## config.mk

```make
export PLATFORM = sky130hd
export DESIGN_NAME = hazard_ctrl_flat
export DESIGN_NICKNAME = d
export VERILOG_FILES = /design/src/rtl/hazard_ctrl_if.sv /design/src/rtl/hazard_ctrl.sv /design/src/flat_wrapper.sv
export SDC_FILE = /design/constraint.sdc
export NUM_CORES = 1
export LEC_CHECK = 0
export BUFFER_PORTS_ARGS = -buffer_cell sky130_fd_sc_hd__buf_2
export CORE_MARGIN = 3
export CORE_UTILIZATION = 53
export CTS_CLUSTER_DIAMETER = 40
export DETAILED_ROUTE_END_ITERATION = 10
export PLACE_DENSITY = 0.83
export SYNTH_ARGS = -nofsm -noshare
export SYNTH_HDL_FRONTEND = slang
export SYNTH_SLANG_ARGS = --single-unit
```

## constraint.sdc

```tcl
create_clock -name clk -period 4.4 [get_ports clk]
set_input_delay 0.22 -clock clk [delete_from_list [all_inputs] [get_ports clk]]
set_output_delay 0.22 -clock clk [all_outputs]
set_load 0.01 [all_outputs]
```

## src/rtl/hazard_ctrl_if.sv

```systemverilog
// Hazard-controller signal bundle: pipeline-register fields in, stall/flush controls out.
// The pipeline side uses the master modport, the controller uses the slave modport.
interface hazard_ctrl_if #(
    parameter int CNT_W = 16
);
    logic [4:0]       idRs1;
    logic [4:0]       idRs2;
    logic             idUseRs1;
    logic             idUseRs2;
    logic [4:0]       exRd;
    logic             exMemRead;
    logic             branchTaken;
    logic             memBusy;
    logic             clrCount;
    logic             selOp;
    logic             pcWrite;
    logic             ifIdWrite;
    logic             ifIdFlush;
    logic             pipeFreeze;
    logic [CNT_W-1:0] bubbleCount;

    modport master (
        output idRs1, idRs2, idUseRs1, idUseRs2, exRd, exMemRead,
               branchTaken, memBusy, clrCount,
        input  selOp, pcWrite, ifIdWrite, ifIdFlush, pipeFreeze, bubbleCount
    );

    modport slave (
        input  idRs1, idRs2, idUseRs1, idUseRs2, exRd, exMemRead,
               branchTaken, memBusy, clrCount,
        output selOp, pcWrite, ifIdWrite, ifIdFlush, pipeFreeze, bubbleCount
    );
endinterface

```

## src/rtl/hazard_ctrl.sv

```systemverilog
// Load-use / control hazard controller: bubble select, PC and IF/ID enables, flush,
// freeze, a load-latency stretch FSM and a saturating bubble-cycle counter.
module hazard_ctrl #(
    parameter int unsigned LOAD_LAT = 1,
    parameter int unsigned CNT_W    = 16
) (
    input logic          clk,
    input logic          rst_n,
    hazard_ctrl_if.slave hz
);
    typedef enum logic {RUN, STALL} state_t;

    localparam logic [3:0] STALL_INIT = 4'(LOAD_LAT - 1);

    state_t           state, state_nxt;
    logic [3:0]       remain, remain_nxt;
    logic [CNT_W-1:0] count;
    logic             lu_haz;
    logic             sel_op, pc_write, if_id_write, if_id_flush, pipe_freeze;

    assign lu_haz = hz.exMemRead && (hz.exRd != 5'd0) &&
                    ((hz.idUseRs1 && (hz.exRd == hz.idRs1)) ||
                     (hz.idUseRs2 && (hz.exRd == hz.idRs2)));

    // NOTE: every output and next-state term gets a default first, so no path infers a latch.
    always_comb begin
        sel_op      = 1'b0;
        pc_write    = 1'b1;
        if_id_write = 1'b1;
        if_id_flush = 1'b0;
        pipe_freeze = 1'b0;
        state_nxt   = state;
        remain_nxt  = remain;

        if (!rst_n) begin
            // Outputs are driven to a flushing bubble for the whole reset interval.
            sel_op      = 1'b1;
            if_id_flush = 1'b1;
            pc_write    = 1'b0;
            if_id_write = 1'b0;
        end else if (hz.memBusy) begin
            pipe_freeze = 1'b1;
            pc_write    = 1'b0;
            if_id_write = 1'b0;
        end else if (hz.branchTaken) begin
            // The stalled instruction is wrong-path, so any stretch is abandoned.
            sel_op      = 1'b1;
            if_id_flush = 1'b1;
            state_nxt   = RUN;
            remain_nxt  = 4'd0;
        end else if (state == STALL) begin
            sel_op      = 1'b1;
            pc_write    = 1'b0;
            if_id_write = 1'b0;
            remain_nxt  = remain - 4'd1;
            if (remain == 4'd1) state_nxt = RUN;
        end else if (lu_haz) begin
            sel_op      = 1'b1;
            pc_write    = 1'b0;
            if_id_write = 1'b0;
            if (LOAD_LAT > 1) begin
                state_nxt  = STALL;
                remain_nxt = STALL_INIT;
            end
        end
    end

    // NOTE: sequential state uses non-blocking assignments so all flops update together.
    always_ff @(posedge clk or negedge rst_n) begin
        if (!rst_n) begin
            state  <= RUN;
            remain <= 4'd0;
        end else begin
            state  <= state_nxt;
            remain <= remain_nxt;
        end
    end

    // selOp is already 0 during memBusy, so a frozen cycle never counts.
    always_ff @(posedge clk or negedge rst_n) begin
        if (!rst_n) begin
            count <= '0;
        end else if (hz.clrCount) begin
            count <= '0;
        end else if (sel_op && (count != {CNT_W{1'b1}})) begin
            count <= count + CNT_W'(1);
        end
    end

    assign hz.selOp       = sel_op;
    assign hz.pcWrite     = pc_write;
    assign hz.ifIdWrite   = if_id_write;
    assign hz.ifIdFlush   = if_id_flush;
    assign hz.pipeFreeze  = pipe_freeze;
    assign hz.bubbleCount = count;
endmodule

```

## src/flat_wrapper.sv

```systemverilog
// flat-port wrapper written by rule: the top's interface ports become plain ports
module hazard_ctrl_flat 
#(
    parameter int unsigned LOAD_LAT = 1,
    parameter int unsigned CNT_W    = 16
)
  (clk, rst_n, hz_idRs1, hz_idRs2, hz_idUseRs1, hz_idUseRs2, hz_exRd, hz_exMemRead, hz_branchTaken, hz_memBusy, hz_clrCount, hz_selOp, hz_pcWrite, hz_ifIdWrite, hz_ifIdFlush, hz_pipeFreeze, hz_bubbleCount);
  hazard_ctrl_if #(.CNT_W(CNT_W)) hz_i ();
  input logic clk;
  input logic rst_n;
  input wire logic [$bits(hz_i.idRs1)-1:0] hz_idRs1;
  input wire logic [$bits(hz_i.idRs2)-1:0] hz_idRs2;
  input wire logic [$bits(hz_i.idUseRs1)-1:0] hz_idUseRs1;
  input wire logic [$bits(hz_i.idUseRs2)-1:0] hz_idUseRs2;
  input wire logic [$bits(hz_i.exRd)-1:0] hz_exRd;
  input wire logic [$bits(hz_i.exMemRead)-1:0] hz_exMemRead;
  input wire logic [$bits(hz_i.branchTaken)-1:0] hz_branchTaken;
  input wire logic [$bits(hz_i.memBusy)-1:0] hz_memBusy;
  input wire logic [$bits(hz_i.clrCount)-1:0] hz_clrCount;
  output wire logic [$bits(hz_i.selOp)-1:0] hz_selOp;
  output wire logic [$bits(hz_i.pcWrite)-1:0] hz_pcWrite;
  output wire logic [$bits(hz_i.ifIdWrite)-1:0] hz_ifIdWrite;
  output wire logic [$bits(hz_i.ifIdFlush)-1:0] hz_ifIdFlush;
  output wire logic [$bits(hz_i.pipeFreeze)-1:0] hz_pipeFreeze;
  output wire logic [$bits(hz_i.bubbleCount)-1:0] hz_bubbleCount;
  assign hz_i.idRs1 = hz_idRs1;
  assign hz_i.idRs2 = hz_idRs2;
  assign hz_i.idUseRs1 = hz_idUseRs1;
  assign hz_i.idUseRs2 = hz_idUseRs2;
  assign hz_i.exRd = hz_exRd;
  assign hz_i.exMemRead = hz_exMemRead;
  assign hz_i.branchTaken = hz_branchTaken;
  assign hz_i.memBusy = hz_memBusy;
  assign hz_i.clrCount = hz_clrCount;
  assign hz_selOp = hz_i.selOp;
  assign hz_pcWrite = hz_i.pcWrite;
  assign hz_ifIdWrite = hz_i.ifIdWrite;
  assign hz_ifIdFlush = hz_i.ifIdFlush;
  assign hz_pipeFreeze = hz_i.pipeFreeze;
  assign hz_bubbleCount = hz_i.bubbleCount;
  hazard_ctrl #(.LOAD_LAT(LOAD_LAT), .CNT_W(CNT_W)) u_core (.clk(clk), .rst_n(rst_n), .hz(hz_i));
endmodule
```

==> impl_metrics.csv, run 1 <==
group,metric,value,unit
floorplan,die_height,55.9,um
clocking,insertion_delay,0.30,ns
finish,nets,218,
worst_setup_path,r2r_start,"u_core.hz.bubbleCount[3]$_DFFE_PN0P_",
routing,drt_iter0_markers,29,
routing,drtAntennaViolNets,0,
finish,fin_area,0.00157,mm2
synth,async_flop_share,100,%
clocking,root_buffer,"clkbuf_4",
floorplan,dieArea,0.00313,mm2
floorplan,start_util,57.5,%
worst_setup_path,worst-endpoint-arrival,2.43,ns
synth,synth_area,0.00132,mm2
routing,vias,1296,
worst_setup_path,end_kind,"flip-flop",
floorplan,rows,17,
placed_design,place_hpwl,2350,um
routing,route.detailed.drc,0,
placed_design,placed_area,0.00153,mm2
timing,fin_tns_setup,0,ns
status,status,"complete, no violations",
worst_setup_path,crit_path_end,"u_core.hz.bubbleCount[11]$_DFFE_PN0P_",
global_routing,grt.total_usage,20.5,%
timing,worst_pin_slew,0.505,ns
clocking,clockBufferDepth,2,
clocking,cts_resized,0,
worst_setup_path,crit_fanout,27,
worst_setup_path,startpoint_type,"input port",
timing,maxSlewViolCount,0,
worst_setup_path,reg2reg_depth,6,
floorplan,coreArea,0.00230,mm2
power,fin_total_pwr,375,uW
clocking,numCtsBuffers,3,
worst_setup_path,crit_required,4.60,ns
synth,synth-edff-count,0,
finish,antenna_cells,0,
global_routing,gr-total-overflow,0,
synth,avgSynthCellArea,8.81,um2
clocking,postCtsSetupRepairBufs,0,
worst_setup_path,timing.critical_path.from,"rst_n",
timing,skew,0.00320,ns
synth,ys_types,35,
run,maxCapViolations,0,
worst_setup_path,worst-setup-path-type,"input port to flip-flop",
synth,synth_top_area_share,39.8,%
synth,synth_seq_cells,21,
hold_path,min_from,"hz_branchTaken",
hold_path,hp-class,"input port to flip-flop",
timing,slew_headroom,66.3,%
synth,syn_inst,150,
synth,syn_nets,176,
synth,synth_top_area_cell,"dfrtp_1",
timing,period_needed,2.24,ns
finish,drive_above_1_share,26.7,%
timing,finalCritPeriodShare,50.8,%
clocking,clk_pin_slew,0.11,ns
clocking,cts_hold_buf,1,
routing,drt-pass1-iter-count,4,
global_routing,grt_antenna_before_repair,0,
placed_design,io_buffers,43,
routing,wl_per_cell,13.9,um
timing,rsz0062_at_grt,"false",
synth,synthFlopType,"dfrtp_1",
finish,multiInputGateArea,742,um2
power,max-vdd-ir-drop,0.186,mV
global_routing,grt_max_degree,28,
synth,synth_area_leaders,"dfrtp_1, xnor2_1, a21oi_1",
synth,yosysWarningCount,0,
power,p_leak,0.000701,uW
routing,routed_wl,3040,um
clocking,cts.sinks,21,
timing,max_clock_freq,447,MHz
routing,routed_via_density,5.92,
clocking,cts-htree-levels,1,
global_routing,grt_pass1_wl,5180,um
finish,ff_latch_area,526,um2
global_routing,grt_pass1_vias,1210,
floorplan,fp.dieW,55.9,um
floorplan,io-pin-count,44,
worst_setup_path,reg2reg_to,"u_core.hz.bubbleCount[11]$_DFFE_PN0P_",
finish,fillers,189,
finish,stdcell_count,219,
worst_setup_path,r2r_slack,2.18,ns
timing,timing.final.hold_violations,0,
finish,areaGrowthSynthToFinish,18.7,%
placed_design,gp_congestion,0.729,
placed_design,dp.cells,214,
clocking,cts_tree,"yes",
timing,setup_viol,0,
synth,yosysSeqAreaShare,39.8,%
power,powerDensity,239,mW/mm2
-- where the power goes --
part           switching [uW]  leakage, uW  internal (uW)  total [uW]
Sequential               9.98     0.000279            202         212
Clock                    56.2    0.0000150           35.4        91.6
Combinational            39.3     0.000407           32.6        71.9
Total                     106     0.000701            270         375
-- Yosys cell counts, types with 3 or more instances --
cell type and instances:
a21oi_1 14, ha_1 3, dfrtp_1 21, mux2_2 3, nand3_1 6, o31ai_1 8
nand4_1 6, o21ai_0 7, or4_1 8, nand2_1 12, nor3_1 3, inv_1 4
nor4_1 3, nor2b_1 3, clkbuf_1 3, or3_1 4, xnor2_1 10, nor2_1 12
-- logic make-up after synthesis --
kind of cell	after synthesis	share of synthesized area, %
AND/OR/NAND/NOR	62	24.8
AO/OA/AOI/OAI	37	17.1
flip-flops	21	39.8
XOR/XNOR	11	7.29
buffers and inverters	11	4.07
multiplexers	5	4.07
adder cells (fa/ha/maj)	3	2.84
-- how the worst min path moves through the flow --
| stage | end | cells past startpoint | slack (ns) |
|---|---|---|---|
| after floorplan | u_core.hz.bubbleCount[0]$_DFFE_PN0P_ | 0 | -0.08 |
| after global placement | u_core.remain[2]$_DFFE_PN0P_ | 1 | 0.22 |
| after detailed placement | u_core.remain[3]$_DFFE_PN0P_ | 1 | 0.22 |
| after CTS | u_core.remain[3]$_DFFE_PN0P_ | 2 | 0.17 |
| after global routing | u_core.remain[3]$_DFFE_PN0P_ | 2 | 0.17 |
| final | u_core.remain[3]$_DFFE_PN0P_ | 2 | 0.17 |
-- critical path: stages --
cell,delay (ns)
dlygate4sd3_1,0.52
buf_2,0.43
o21ai_0,0.25
o21ai_0,0.13
o31a_2,0.45
nor4_1,0.14
mux2_2,0.29
-- placed cells by master (no fill, tap or decap), types with 4 or more instances in the layout --
cell type  count
dfrtp_1       21
inv_1          4
o21ai_0        7
o31ai_1        8
nand3_1        6
or4_1          8
buf_2         43
a21oi_1       14
xnor2_1       10
nand4_1        6
nand2_1       12
or3_1          4
nor2_1        12
-- state kept, by name (all words and copies together) (netlist names) --
signal / cells
u_core.remain: 4
u_core.state: 1
u_core.hz.bubbleCount: 16
-- metrics by stage --
step,hold WS (ns),setup slack (ns),util [%]
after floorplan,-0.0756,2.38,-
after global placement,0.216,2.18,66.7
after detailed placement,0.221,2.07,66.7
after CTS,0.171,2.08,68.3
after global routing,0.174,1.89,68.3
final,0.168,2.16,68.3
-- layer usage --
metal	global-route usage, %	wire length [um]
met1	26.1	1280
met2	35.6	1510
met3	4.64	230
met4	4.41	14
met5	0	0
-- area by class of cell --
cell class	instances	share of cell area, %
multi-input cells	118	47.3
well taps	28	2.23
clock buffers	4	1.67
flip-flops and latches	21	33.5
inverters	4	0.957
repair buffers	44	14.4
Note: power is estimated with default switching activity, not from simulation.
==> run 2: changes to the inputs <==
--- a/config.mk
+++ b/config.mk
@@ -5,12 +5,13 @@
 export SDC_FILE = /design/constraint.sdc
 export NUM_CORES = 1
 export LEC_CHECK = 0
+export ABC_AREA = 1
 export BUFFER_PORTS_ARGS = -buffer_cell sky130_fd_sc_hd__buf_2
 export CORE_MARGIN = 3
-export CORE_UTILIZATION = 53
+export CORE_UTILIZATION = 47
 export CTS_CLUSTER_DIAMETER = 40
 export DETAILED_ROUTE_END_ITERATION = 10
-export PLACE_DENSITY = 0.83
+export PLACE_DENSITY = 0.76
 export SYNTH_ARGS = -nofsm -noshare
 export SYNTH_HDL_FRONTEND = slang
 export SYNTH_SLANG_ARGS = --single-unit
==> constraint.sdc (replaced) <==
create_clock -name clk -period 2.01 [get_ports clk]
set_input_delay 0.1005 -clock clk [delete_from_list [all_inputs] [get_ports clk]]
set_output_delay 0.1005 -clock clk [all_outputs]
set_load 0.01 [all_outputs]
==> run 2 against run 1 <==
- routed wire length rose by 21%
- via count rose by 24%
- worst hold slack got worse by 0.034 ns
- die area rose by 32%
- area after synthesis rose by 20%
- final cell count rose by 52%
==> impl_metrics.csv, run 2 <==
group,metric,value,unit
status,status,"complete, no violations",
timing,skew,0.00824,ns
timing,rsz0062_at_grt,"false",
finish,stdcell_count,332,
global_routing,grt.total_usage,19.0,%
floorplan,io-pin-count,44,
global_routing,grt_pass1_wl,6350,um
clocking,root_buffer,"clkbuf_4",
floorplan,dieArea,0.00412,mm2
routing,routed_via_density,4.83,
timing,maxSlewViolCount,0,
run,maxCapViolations,0,
synth,synth_seq_cells,21,
floorplan,fp.dieW,64.2,um
synth,synth_common_cells,"nand2_1, nor2_1, inv_1",
clocking,clockBufferDepth,2,
worst_setup_path,worst-setup-path-type,"flip-flop to flip-flop",
synth,synth_top_area_cell,"dfrtp_1",
timing,fin_tns_setup,0,ns
clocking,cts.sinks,21,
finish,fillers,322,
global_routing,grt_antenna_before_repair,0,
synth,synth-edff-count,0,
worst_setup_path,crit_required,2.26,ns
power,powerDensity,484,mW/mm2
clocking,insertion_delay,0.31,ns
routing,drt_iter0_markers,156,
synth,avgSynthCellArea,6.60,um2
synth,synth_area_leaders,"dfrtp_1, nand2_1, nor2_1",
routing,drt-pass1-iter-count,4,
clocking,clk_pin_slew,0.13,ns
routing,routed_wl,3680,um
synth,synth_area,0.00159,mm2
floorplan,coreArea,0.00313,mm2
routing,vias,1604,
synth,synthFlopType,"dfrtp_1",
floorplan,start_util,50.8,%
finish,layout_common_cells,"nand2_1, buf_2, nor2_1",
timing,worst_pin_slew,0.316,ns
routing,wl_per_cell,11.1,um
worst_setup_path,startpoint_type,"flip-flop",
power,fin_total_pwr,919,uW
synth,yosysWarningCount,0,
synth,syn_inst,241,
routing,route.detailed.drc,0,
clocking,numCtsBuffers,3,
finish,multiInputGateArea,896,um2
global_routing,grt_pass1_vias,1514,
finish,antenna_cells,0,
synth,post-synth-top-count-cell,"nand2_1",
worst_setup_path,crit_fanout,9,
timing,slew_headroom,78.8,%
power,max-vdd-ir-drop,0.224,mV
placed_design,gp_congestion,0.838,
placed_design,place_hpwl,2880,um
global_routing,gr-total-overflow,0,
clocking,cts_tree,"yes",
finish,nets,315,
placed_design,io_buffers,43,
synth,synth_top_area_share,33.0,%
finish,areaGrowthSynthToFinish,19.3,%
timing,setup_viol,0,
timing,period_needed,1.79,ns
hold_path,hp-class,"input port to flip-flop",
global_routing,grt_max_degree,22,
synth,ys_types,31,
worst_setup_path,end_kind,"flip-flop",
worst_setup_path,worst-endpoint-arrival,2.04,ns
synth,async_flop_share,100,%
finish,largest_reg_flops,16,
timing,timing.final.hold_violations,0,
finish,ff_latch_area,526,um2
timing,max_clock_freq,558,MHz
finish,mostFrequentLayoutCell,"nand2_1",
timing,finalCritPeriodShare,89.2,%
routing,drtAntennaViolNets,0,
power,p_leak,0.00111,uW
floorplan,rows,20,
synth,syn_nets,267,
clocking,cts-htree-levels,1,
floorplan,die_height,64.2,um
synth,yosysSeqAreaShare,33.0,%
placed_design,dp.cells,326,
finish,drive_above_1_share,22.9,%
## run 2: cell types whose count changed after synthesis, moves of 4 or more
cell / previous run / this run
a21oi_1: 14 / 3
inv_1: 4 / 30
nand2_1: 12 / 78
nand3_1: 6 / 23
nand3_2: 0 / 4
nor2_1: 12 / 33
o21ai_0: 7 / 3
o31ai_1: 8 / 0
or3_1: 4 / 0
or4_1: 8 / 0
xnor2_1: 10 / 1
xor2_1: 1 / 6
## run 2: logic make-up (layout without fill, tap and decap cells)
| family | count (synthesis) | in the layout | synth area share [%] |
|---|---|---|---|
| fa+ha+maj | 3 | 3 | 2.36 |
| compound gates | 13 | 13 | 4.96 |
| buf+inv | 40 | 87 | 10.6 |
| simple gates | 157 | 157 | 45.2 |
| flops | 21 | 21 | 33.0 |
| xor+xnor | 7 | 7 | 3.86 |
## run 2: worst paths after layout
path                                                      start                               endpoint  slack (ns)  depth (start not counted)
max                        u_core.hz.bubbleCount[0]$_DFFE_PN0P_   u_core.hz.bubbleCount[3]$_DFFE_PN0P_        0.22                         10
min                                                  hz_memBusy           u_core.remain[0]$_DFFE_PN0P_        0.13                          4
max reg2reg                u_core.hz.bubbleCount[0]$_DFFE_PN0P_   u_core.hz.bubbleCount[3]$_DFFE_PN0P_        0.22                         10
min reg2reg                        u_core.remain[0]$_DFFE_PN0P_           u_core.remain[0]$_DFFE_PN0P_        0.54                          1
max in group asynchronous                                 rst_n  u_core.hz.bubbleCount[12]$_DFFE_PN0P_        1.48                          3
min in group asynchronous                                 rst_n   u_core.hz.bubbleCount[6]$_DFFE_PN0P_        0.31                          3
## run 2: power breakdown
group / internal [uW] / switching (uW)
clock: 75.7 / 140
sequential: 454 / 30.6
combinational: 88.7 / 130
total: 618 / 301
## run 2: what timing repair did
item                                    in CTS  in global routing
buffers inserted                             0                  1
hold buffers                                 1                  0
hold endpoints to repair                    21                  0
gates resized for setup                      0                  0
endpoints found under the setup margin       0                  1
## run 2: routing by layer
metal	routed length, um	global-route usage (%)	vias to the layer above	share of wire, %
li1	-	-	853	-
met1	1750	24.5	707	47
met2	1720	32.3	42	47
met3	186	2.99	2	5.1
met4	29	6.07	0	0.79
met5	0	0	-	0
## run 2: critical path, stage by stage (launching register included)
cell and delay, ns:
dfrtp_1 0.41, ha_1 0.21, nand2_2 0.09, nor3_4 0.24, nand3_2 0.09, nor2_2 0.10
nand3_2 0.10, nand3_4 0.16, buf_4 0.19, nand3_1 0.08, nand2_1 0.07
## run 2: final cells by class
cell class,count,area share (%)
multi-input cells,180,47.2
flip-flops and latches,21,27.7
repair buffers,49,13.9
inverters,34,6.73
well taps,44,2.90
clock buffers,3,1.19
clock inverters,1,0.396
## run 2: metrics by stage
step,setup WS (ns),area [um2],hold WS (ns),utilization (%)
2_1_floorplan,0.279,1590,-0.195,-
3_3_place_gp,0.282,1850,0.129,59.1
3_5_place_dp,0.213,1850,0.130,59.1
4_1_cts,0.203,1890,0.124,60.4
5_1_grt,0.0177,1900,0.169,60.6
6_report,0.217,1900,0.134,60.6
